<file path="src/rtl/key_pkg.sv">
// Shared types and key-code constants for the keypad command controller.
package key_pkg;

  localparam int unsigned DATA_W = 20;
  localparam int unsigned MAC_W  = 24;

  typedef enum logic [1:0] {
    ST_IDLE  = 2'd0,
    ST_ENTRY = 2'd1,
    ST_SEND  = 2'd2,
    ST_ERROR = 2'd3
  } state_e;

  localparam logic [3:0] KEY_COMMIT_FRE = 4'hA;
  localparam logic [3:0] KEY_COMMIT_PHA = 4'hB;
  localparam logic [3:0] KEY_BKSP       = 4'hC;
  localparam logic [3:0] KEY_CLR        = 4'hE;

  // Configuration write payload: target select plus value.
  typedef struct packed {
    logic              sel;
    logic [DATA_W-1:0] data;
  } cfg_t;

  function automatic logic is_digit(input logic [3:0] k);
    return (k <= 4'd9);
  endfunction

endpackage

</file>
<file path="src/rtl/key_timer.sv">
// Idle timeout counter: counts while enabled, flags the terminal cycle.
module key_timer #(
  parameter int unsigned TIMEOUT_CYC = 50_000_000
) (
  input  logic clk,
  input  logic rst_n,
  input  logic clr,
  input  logic en,
  output logic expire
);

  localparam int unsigned CNT_W = (TIMEOUT_CYC > 1) ? $clog2(TIMEOUT_CYC) : 1;
  localparam logic [CNT_W-1:0] TERM = CNT_W'(TIMEOUT_CYC - 1);

  logic [CNT_W-1:0] cnt;
  logic [CNT_W-1:0] cnt_nxt;

  // Next count: held at zero when cleared or idle, wraps at the terminal value.
  always_comb begin
    cnt_nxt = cnt;
    if (clr || !en) begin
      cnt_nxt = '0;
    end else if (cnt == TERM) begin
      cnt_nxt = '0;
    end else begin
      cnt_nxt = cnt + CNT_W'(1);
    end
  end

  // Counter and registered terminal flag (high exactly while cnt sits at TERM).
  always_ff @(posedge clk or negedge rst_n) begin
    if (!rst_n) begin
      cnt    <= '0;
      expire <= 1'b0;
    end else begin
      cnt    <= cnt_nxt;
      expire <= (cnt_nxt == TERM);
    end
  end

endmodule

</file>
<file path="src/rtl/key_cmd_ctrl.sv">
// Keypad entry controller: builds a decimal value and commits it to the DDS as frequency or phase.
module key_cmd_ctrl
  import key_pkg::*;
#(
  parameter logic [DATA_W-1:0] FRE_MAX     = 20'd999999,
  parameter logic [DATA_W-1:0] PHA_MAX     = 20'd359,
  parameter int unsigned       MAX_DIGITS  = 6,
  parameter int unsigned       TIMEOUT_CYC = 50_000_000
) (
  input  logic              clk,
  input  logic              rst_n,
  input  logic              key_valid,
  input  logic [3:0]        key_code,
  output logic              cfg_valid,
  input  logic              cfg_ready,
  output logic              cfg_sel,
  output logic [DATA_W-1:0] cfg_data,
  output logic [DATA_W-1:0] fre_out,
  output logic [DATA_W-1:0] pha_out,
  output logic [DATA_W-1:0] smg_out,
  output logic              err
);

  localparam int unsigned CNT_W = $clog2(MAX_DIGITS + 1);

  state_e            state, state_nxt;
  logic [DATA_W-1:0] acc, acc_nxt;
  logic [CNT_W-1:0]  count, count_nxt;
  cfg_t              cfg_q, cfg_nxt;
  logic [DATA_W-1:0] fre_nxt, pha_nxt;

  logic timer_clr;
  logic timer_en;
  logic timer_expire;

  // Timer runs only in ENTRY and restarts on any key or on leaving/entering ENTRY.
  assign timer_en  = (state == ST_ENTRY);
  assign timer_clr = key_valid || (state != ST_ENTRY);

  key_timer #(
    .TIMEOUT_CYC (TIMEOUT_CYC)
  ) u_timer (
    .clk    (clk),
    .rst_n  (rst_n),
    .clr    (timer_clr),
    .en     (timer_en),
    .expire (timer_expire)
  );

  // Next-state and datapath update; keys take priority over the timeout.
  always_comb begin
    state_nxt = state;
    acc_nxt   = acc;
    count_nxt = count;
    cfg_nxt   = cfg_q;
    fre_nxt   = fre_out;
    pha_nxt   = pha_out;

    case (state)
      ST_IDLE, ST_ENTRY: begin
        if (key_valid) begin
          if (is_digit(key_code)) begin
            if (count < CNT_W'(MAX_DIGITS)) begin
              acc_nxt   = DATA_W'(MAC_W'(acc) * MAC_W'(10) + MAC_W'(key_code));
              count_nxt = count + CNT_W'(1);
              state_nxt = ST_ENTRY;
            end
          end else begin
            case (key_code)
              KEY_BKSP: begin
                if (count != '0) begin
                  acc_nxt   = acc / DATA_W'(10);
                  count_nxt = count - CNT_W'(1);
                  state_nxt = (count == CNT_W'(1)) ? ST_IDLE : ST_ENTRY;
                end
              end
              KEY_CLR: begin
                acc_nxt   = '0;
                count_nxt = '0;
                state_nxt = ST_IDLE;
              end
              KEY_COMMIT_FRE: begin
                if (state == ST_ENTRY) begin
                  if (acc <= FRE_MAX) begin
                    state_nxt    = ST_SEND;
                    cfg_nxt.sel  = 1'b0;
                    cfg_nxt.data = acc;
                  end else begin
                    state_nxt = ST_ERROR;
                  end
                end
              end
              KEY_COMMIT_PHA: begin
                if (state == ST_ENTRY) begin
                  if (acc <= PHA_MAX) begin
                    state_nxt    = ST_SEND;
                    cfg_nxt.sel  = 1'b1;
                    cfg_nxt.data = acc;
                  end else begin
                    state_nxt = ST_ERROR;
                  end
                end
              end
              default: ;
            endcase
          end
        end else if ((state == ST_ENTRY) && timer_expire) begin
          acc_nxt   = '0;
          count_nxt = '0;
          state_nxt = ST_IDLE;
        end
      end

      ST_SEND: begin
        if (cfg_valid && cfg_ready) begin
          if (cfg_q.sel) begin
            pha_nxt = cfg_q.data;
          end else begin
            fre_nxt = cfg_q.data;
          end
          acc_nxt   = '0;
          count_nxt = '0;
          state_nxt = ST_IDLE;
        end
      end

      ST_ERROR: begin
        if (key_valid) begin
          acc_nxt   = '0;
          count_nxt = '0;
          state_nxt = ST_IDLE;
        end
      end

      default: begin
        acc_nxt   = '0;
        count_nxt = '0;
        state_nxt = ST_IDLE;
      end
    endcase
  end

  // State, entry buffer and registered outputs.
  always_ff @(posedge clk or negedge rst_n) begin
    if (!rst_n) begin
      state     <= ST_IDLE;
      acc       <= '0;
      count     <= '0;
      cfg_q     <= '0;
      cfg_valid <= 1'b0;
      fre_out   <= '0;
      pha_out   <= '0;
      smg_out   <= '0;
      err       <= 1'b0;
    end else begin
      state     <= state_nxt;
      acc       <= acc_nxt;
      count     <= count_nxt;
      cfg_q     <= cfg_nxt;
      cfg_valid <= (state_nxt == ST_SEND);
      fre_out   <= fre_nxt;
      pha_out   <= pha_nxt;
      smg_out   <= acc_nxt;
      err       <= (state_nxt == ST_ERROR);
    end
  end

  assign cfg_sel  = cfg_q.sel;
  assign cfg_data = cfg_q.data;

endmodule

</file>
<file path="config.mk">
export PLATFORM = sky130hd
export DESIGN_NAME = key_cmd_ctrl
export DESIGN_NICKNAME = d
export VERILOG_FILES = /design/src/rtl/key_pkg.sv /design/src/rtl/key_timer.sv /design/src/rtl/key_cmd_ctrl.sv
export SDC_FILE = /design/constraint.sdc
export NUM_CORES = 1
export LEC_CHECK = 0
export CAP_MARGIN = 0
export CORE_MARGIN = 2
export CORE_UTILIZATION = 40
export DETAILED_ROUTE_END_ITERATION = 12
export SETUP_SLACK_MARGIN = 0.1
export SLEW_MARGIN = 20
export SYNTH_ARGS = -nofsm -noshare
export SYNTH_HDL_FRONTEND = slang
export SYNTH_SLANG_ARGS = --single-unit
export TNS_END_PERCENT = 5
</file>
<file path="constraint.sdc">
create_clock -name clk -period 13 [get_ports clk]
set_input_delay 1.95 -clock clk [delete_from_list [all_inputs] [get_ports clk]]
set_output_delay 1.95 -clock clk [all_outputs]
set_load 0.02 [all_outputs]
</file>
## Word-level counts from Yosys, hierarchy flattened

Index checks and enable logic that the tools add are counted.

- Register bits after elaboration: 115
- Input port bits: 8
- Output and inout port bits: 83
- Logic and storage cells: 98

- Add/sub/neg operators: 4
- $mul: 1
- Div/mod/pow operators: 1
- $lt $le $gt $ge: 4
- Equality and inequality tests: 23
- Mux-type cells: 39
- Bitwise logic cells: 2
- Reductions and logical operators: 13

Operators with widths:

| operator | count |
|---|---|
| $mux W20 | 7 |
| $mux W21 | 4 |
| $pmux W20 S3 | 1 |
| $eq A26 B26 Y1 const B | 2 |
| $mux W26 | 2 |
| $pmux W21 S2 | 1 |
| $pmux W20 S2 | 1 |
| $add A26 B1 Y26 const B | 1 |
| $mux W3 | 7 |
| $add A20 B4 Y20 | 1 |
| $div A20 B4 Y20 const B | 1 |
| $le A20 B20 Y1 const B | 1 |
| $le A20 B9 Y1 const B | 1 |
| $mul A20 B3 Y19 const B | 1 |
| $mux W2 | 9 |
| $eq A4 B4 Y1 const B | 4 |
| $pmux W3 S3 | 1 |
| $eq A2 B2 Y1 const B | 4 |
| $ne A2 B2 Y1 const B | 4 |
| $pmux W2 S4 | 1 |
| $reduce_and A8 Y1 | 1 |
| $ne A2 B1 Y1 const B | 3 |
| $pmux W2 S3 | 1 |
| $pmux W3 S2 | 1 |
| 21 further kinds | 27 |

## Longest topological paths before layout

- Word-level depth: 8
- Depth in mapped cells: 28
- Depth with buffers taken out: 24

## Hierarchy

Synthesis repeated with hierarchy kept, for this count alone.

- Cell total of the unflattened synthesis: 999
- Area total of the unflattened synthesis: 8934.8 um2

Modules (own cells, without submodules):

| module | instances | cells each | area an instance (um2) | sequential area each (um2) |
|---|---|---|---|---|
| key_cmd_ctrl | 1 | 830 | 7389.6 | 2202.1 |
| key_timer | 1 | 169 | 1545.2 | 675.6 |

## Least setup slack after synthesis

Ideal clock, no wire load.

- Path kind: register to register
- From: reg acc[17]
- To: reg acc[0]
- Setup time: 0.124 ns
- Arrival: 6.022 ns
- Data required time: 12.876 ns
- Path slack: 6.855 ns
- Cell stages (with the launch flop): 26
- Buffers on the path: 4
- Period minus slack after synthesis: 6.145 ns
- Path through: dfrtp_1 > buf_2 > or3b_1 > a21o_1 > a21o_1 > and3_4 > o221a_4 > or4_4 > and2_4 > buf_6 > or4_1 > and4_4 > buf_6 > o21bai_4 > and2_4 > buf_6 > o32a_1 > nand2_4 > nor3_1 > o21bai_1 > a2111o_1 > mux2i_1 > o2bb2ai_1 > o31a_1 > o221ai_1 > a211o_1

- Longest elaborated chain between the ends: 6

RTL lines:

| element | line | text |
|---|---|---|
| start: declaration | key_cmd_ctrl.sv:27 | `logic [DATA_W-1:0] acc, acc_nxt;` |
| start signal: assignment | key_cmd_ctrl.sv:157 | `acc <= acc_nxt;` |
| $div A20 B4 Y20 | key_cmd_ctrl.sv:72 | `acc_nxt = acc / DATA_W'(10);` |
| $mux W20 | key_cmd_ctrl.sv:71 | `if (count != '0) begin` |
| $pmux W20 S2 | key_cmd_ctrl.sv:69 | `case (key_code)` |
| $mux W20 | key_cmd_ctrl.sv:62 | `if (is_digit(key_code)) begin` |
| $mux W20 | key_cmd_ctrl.sv:61 | `if (key_valid) begin` |
| $pmux W20 S3 | key_cmd_ctrl.sv:59 | `case (state)` |

No other way between the ends. The select of a mux whose other input is x is not followed.
A chain may end at the register's enable or synchronous reset.

## Worst setup path in the final report

- From: reg acc[15]
- To: reg acc[0]

The elaborated chain is that of the path after synthesis.

==> results.md <==
- Status: complete, no violations
- I/O pin total: between 90 and 100
- Largest net degree at the start of global routing: 75
- Syn Std Cell Area: about 9000 sq um
- Fin. Hold Viols: 0
- # rows: 54
- Simple-gate portion of the synthesized area: 0.203
- Initial Utilization: 0.411
- CTS Hold Buffers Added: 0
- Capturing point of the worst reg2reg path: acc[0]
- R2R Path Start: acc[15]
- Hold path depth: 1
- Setup Skew: between 0.003 and 0.004 ns
- Vias: 8075
- Worst Hold End: pha_out[14]
- Gr usage total: 0.207
- Setup violations, final: 0
- Worst hold margin: approximately 0.50 ns
- Max incr delay on CP: 0.75 ns
- CP max stage cell: dfrtp_1
- First-pass GRT wire length: about 40000 um
- Final min period: ~7.3 ns
- ANT cells: 0
- Nets: 1143
- DP HPWL: 17100 um
- Arrival time at the worst endpoint: around 7.6 ns
- Yosys warnings: 0
- Clock root buffer: clkbuf_16
- Dominant synthesized flop cell: dfrtp_1
- WL per Instance: ~18 um
- Leading cell type in the layout, fill and taps excluded: dfrtp_1
- TritonRoute pass-1 iters: 5
- Fmax: roughly 140 MHz
- Largest family of logic cells by synthesized area: compound AO/OA/AOI/OAI gates
- Layout fillers: 2075
- Multiplexer share of the synthesized area: 0.0759
- Clock sink total: ~120
- Clk pin slew, worst setup/hold paths: around 0.050 ns
- Xor and xnor fraction of the mapped netlist area: 0.0612
- Total grt overflow: 0
- Post-synthesis sequential area ratio: 0.319
- Worst-Margin Slew: 0.994 ns
- Die area: between 20000 and 25000 sq um
- Relative slew slack: 0.337
- Synth Area in Compound Gates: 0.230
- Post-Syn Instances: between 1000 and 1500
- Flop2flop setup slack: 5.68 ns
- Initial antenna violation count: 0
- Worst Hold Launch: pha_out[14]
- Layout area overhead: 17.7%
- Setup TNS: 0 ns
- Top post-synthesis cells by area: dfrtp_1 32%, mux2_2 6.4%, ha_1 5.4%
- Reg2Reg Depth: 21
- Ys async rst share: 1.00
- Drt initial violations: roughly 430
- DRC errors left: 0
- Worst path cell trace: nor2b_1 > a311oi_1 > o221a_1 > o2111a_1 > o221a_4 > or3_1 > a32o_1 > a221oi_1 > a21oi_1 > a22oi_2 > a32oi_1 > a221oi_1 > a211o_1 > nor3_1 > o21bai_1 > a2111o_1 > mux2i_1 > o2bb2ai_1 > o31a_1 > o221ai_1 > a211o_1
- CTS Buf Count: 17
- Syn nets: between 1000 and 1500
- Crit path kind: reg2reg
- Leading area contributor after synthesis: dfrtp_1
- GP Congestion: 0.896
- Via density: between 5 and 6
- Core area: between 20000 and 25000 sq um
- Pins Over Slew Limit: 0
- Syn_area_per_cell: 8.64 sq um
- Post-CTS setup buffers: 0
- Maxcap violations: 0
- Top cell type's share of synthesized area: 0.319
- Antenna viol nets, final: 0
- CP required: 13.29 ns
- Critical path peak fanout: 31
- Port buffer count: 90
- Crit path launch type: register
- Fraction of layout cells with a size suffix above 1: 0.111
- H-tree levels: 4
- Drt total wl: roughly 24000 um
- Period utilisation layout: 0.563
- Buffer depth of the longest clock path: 2
- Synth Register Bits: between 100 and 150
- Post-synth EDFFs: 0
- CTS tree: yes
- Horiz. Die Dim: 154 um
- Distinct cells, synth: between 90 and 100
- Worst Hold Class: reg2reg
- Number of global-route vias before repair: about 7800
- Most frequent cells in the layout: 115 x dfrtp_1, 93 x nor2_1, 89 x clkdlybuf4s50_1, 88 x nand2_1, 60 x a21oi_1
- CTS resizes: 0
- Clk_lat worst skew: 0.41 ns
- Die Y: between 150 and 200 um
- RSZ-0062 raised after global routing: no
- Synth Area in Adders: 0.0598
- CP endpoint kind: register
-- area by class of cell --
cell class | count | area (sq um) | share of cell area
Clock buffer | 25 | 505 | 0.0476
Clock inverter | 4 | 72.6 | 0.00683
Inverter | 38 | 143 | 0.0134
Multi-Input combinational cell | 821 | 5690 | 0.536
Sequential cell | 115 | 2880 | 0.271
Tap cell | 280 | 350 | 0.0330
Timing Repair Buffer | 101 | 981 | 0.0924
-- sequential cells by signal, summed over array words and instances (netlist names), 2 cells and up --
signal       cells
state            2
cfg_data        20
pha_out         20
acc             20
count            3
u_timer.cnt     26
fre_out         20
-- cell usage after synthesis, drive strengths merged (5+ instances only) --
master	count
a211o	6
a211oi	12
a21o	11
a21oi	60
a221oi	6
a22o	6
a311oi	5
a32oi	7
and2	7
and3	15
buf	25
clkbuf	45
dfrtp	115
ha	39
inv	36
mux2	51
mux2i	11
nand2	90
nand2b	15
nand3	35
nand3b	5
nand4	12
nor2	95
nor2b	17
nor3	25
nor3b	6
nor4	7
nor4b	5
o2111ai	5
o211ai	11
o21a	10
o21ai	64
o21bai	9
o22ai	9
o31ai	9
o32ai	7
or2	9
or3	7
xnor2	39
xor2	24
-- per-stage QoR --
| stage | setup slack [ns] | util | area [sq um] | instances |
|---|---|---|---|---|
| after detailed placement | 5.79 | 0.457 | 10000 | 1355 |
| after global routing | 5.05 | 0.484 | 10600 | 1384 |
| after global placement | 5.98 | 0.457 | 10000 | 1355 |
| after floorplan | 6.85 | - | 9020 | 1044 |
| final | 5.68 | 0.484 | 10600 | 1384 |
| after CTS | 5.77 | 0.484 | 10600 | 1384 |
-- per-layer routing --
metal,up-vias,wire length [um],track usage
met5,-,0,0
met3,19,1180,0.0406
met1,3915,11500,0.276
met4,0,225,0.0525
li1,3930,-,-
met2,211,11500,0.347
-- cell families after synthesis --
group                    count (synthesis)
XOR/XNOR                                63
flip-flops                             115
AO/OA/AOI/OAI                          291
multiplexers                            62
buffers and inverters                  108
AND/OR/NAND/NOR                        363
adder cells (fa/ha/maj)                 42
-- worst max-delay path, delay by kind of cell, from the launching register on --
family	cells	cell delay [ns]
muxes	1	0.14
DFF	1	0.75
and+or+nand+nor	3	1.34
AOI/OAI and AO/OA	17	4.97
-- worst max-delay path by stage --
| stage | start | endpoint | slack (ns) | cells past startpoint |
|---|---|---|---|---|
| 3_5_place_dp | acc[15] | acc[0] | 5.79 | 21 |
| 4_1_cts | acc[15] | acc[0] | 5.77 | 21 |
| 3_3_place_gp | acc[15] | acc[0] | 5.98 | 21 |
| 5_1_grt | acc[15] | acc[0] | 5.05 | 21 |
| 2_1_floorplan | acc[17] | acc[0] | 6.85 | 25 |
| 6_report | acc[15] | acc[0] | 5.68 | 21 |
Power is left out: the tool's default activity adds up to more than one toggle a clock period on the data nets, which glitch-free logic cannot reach.
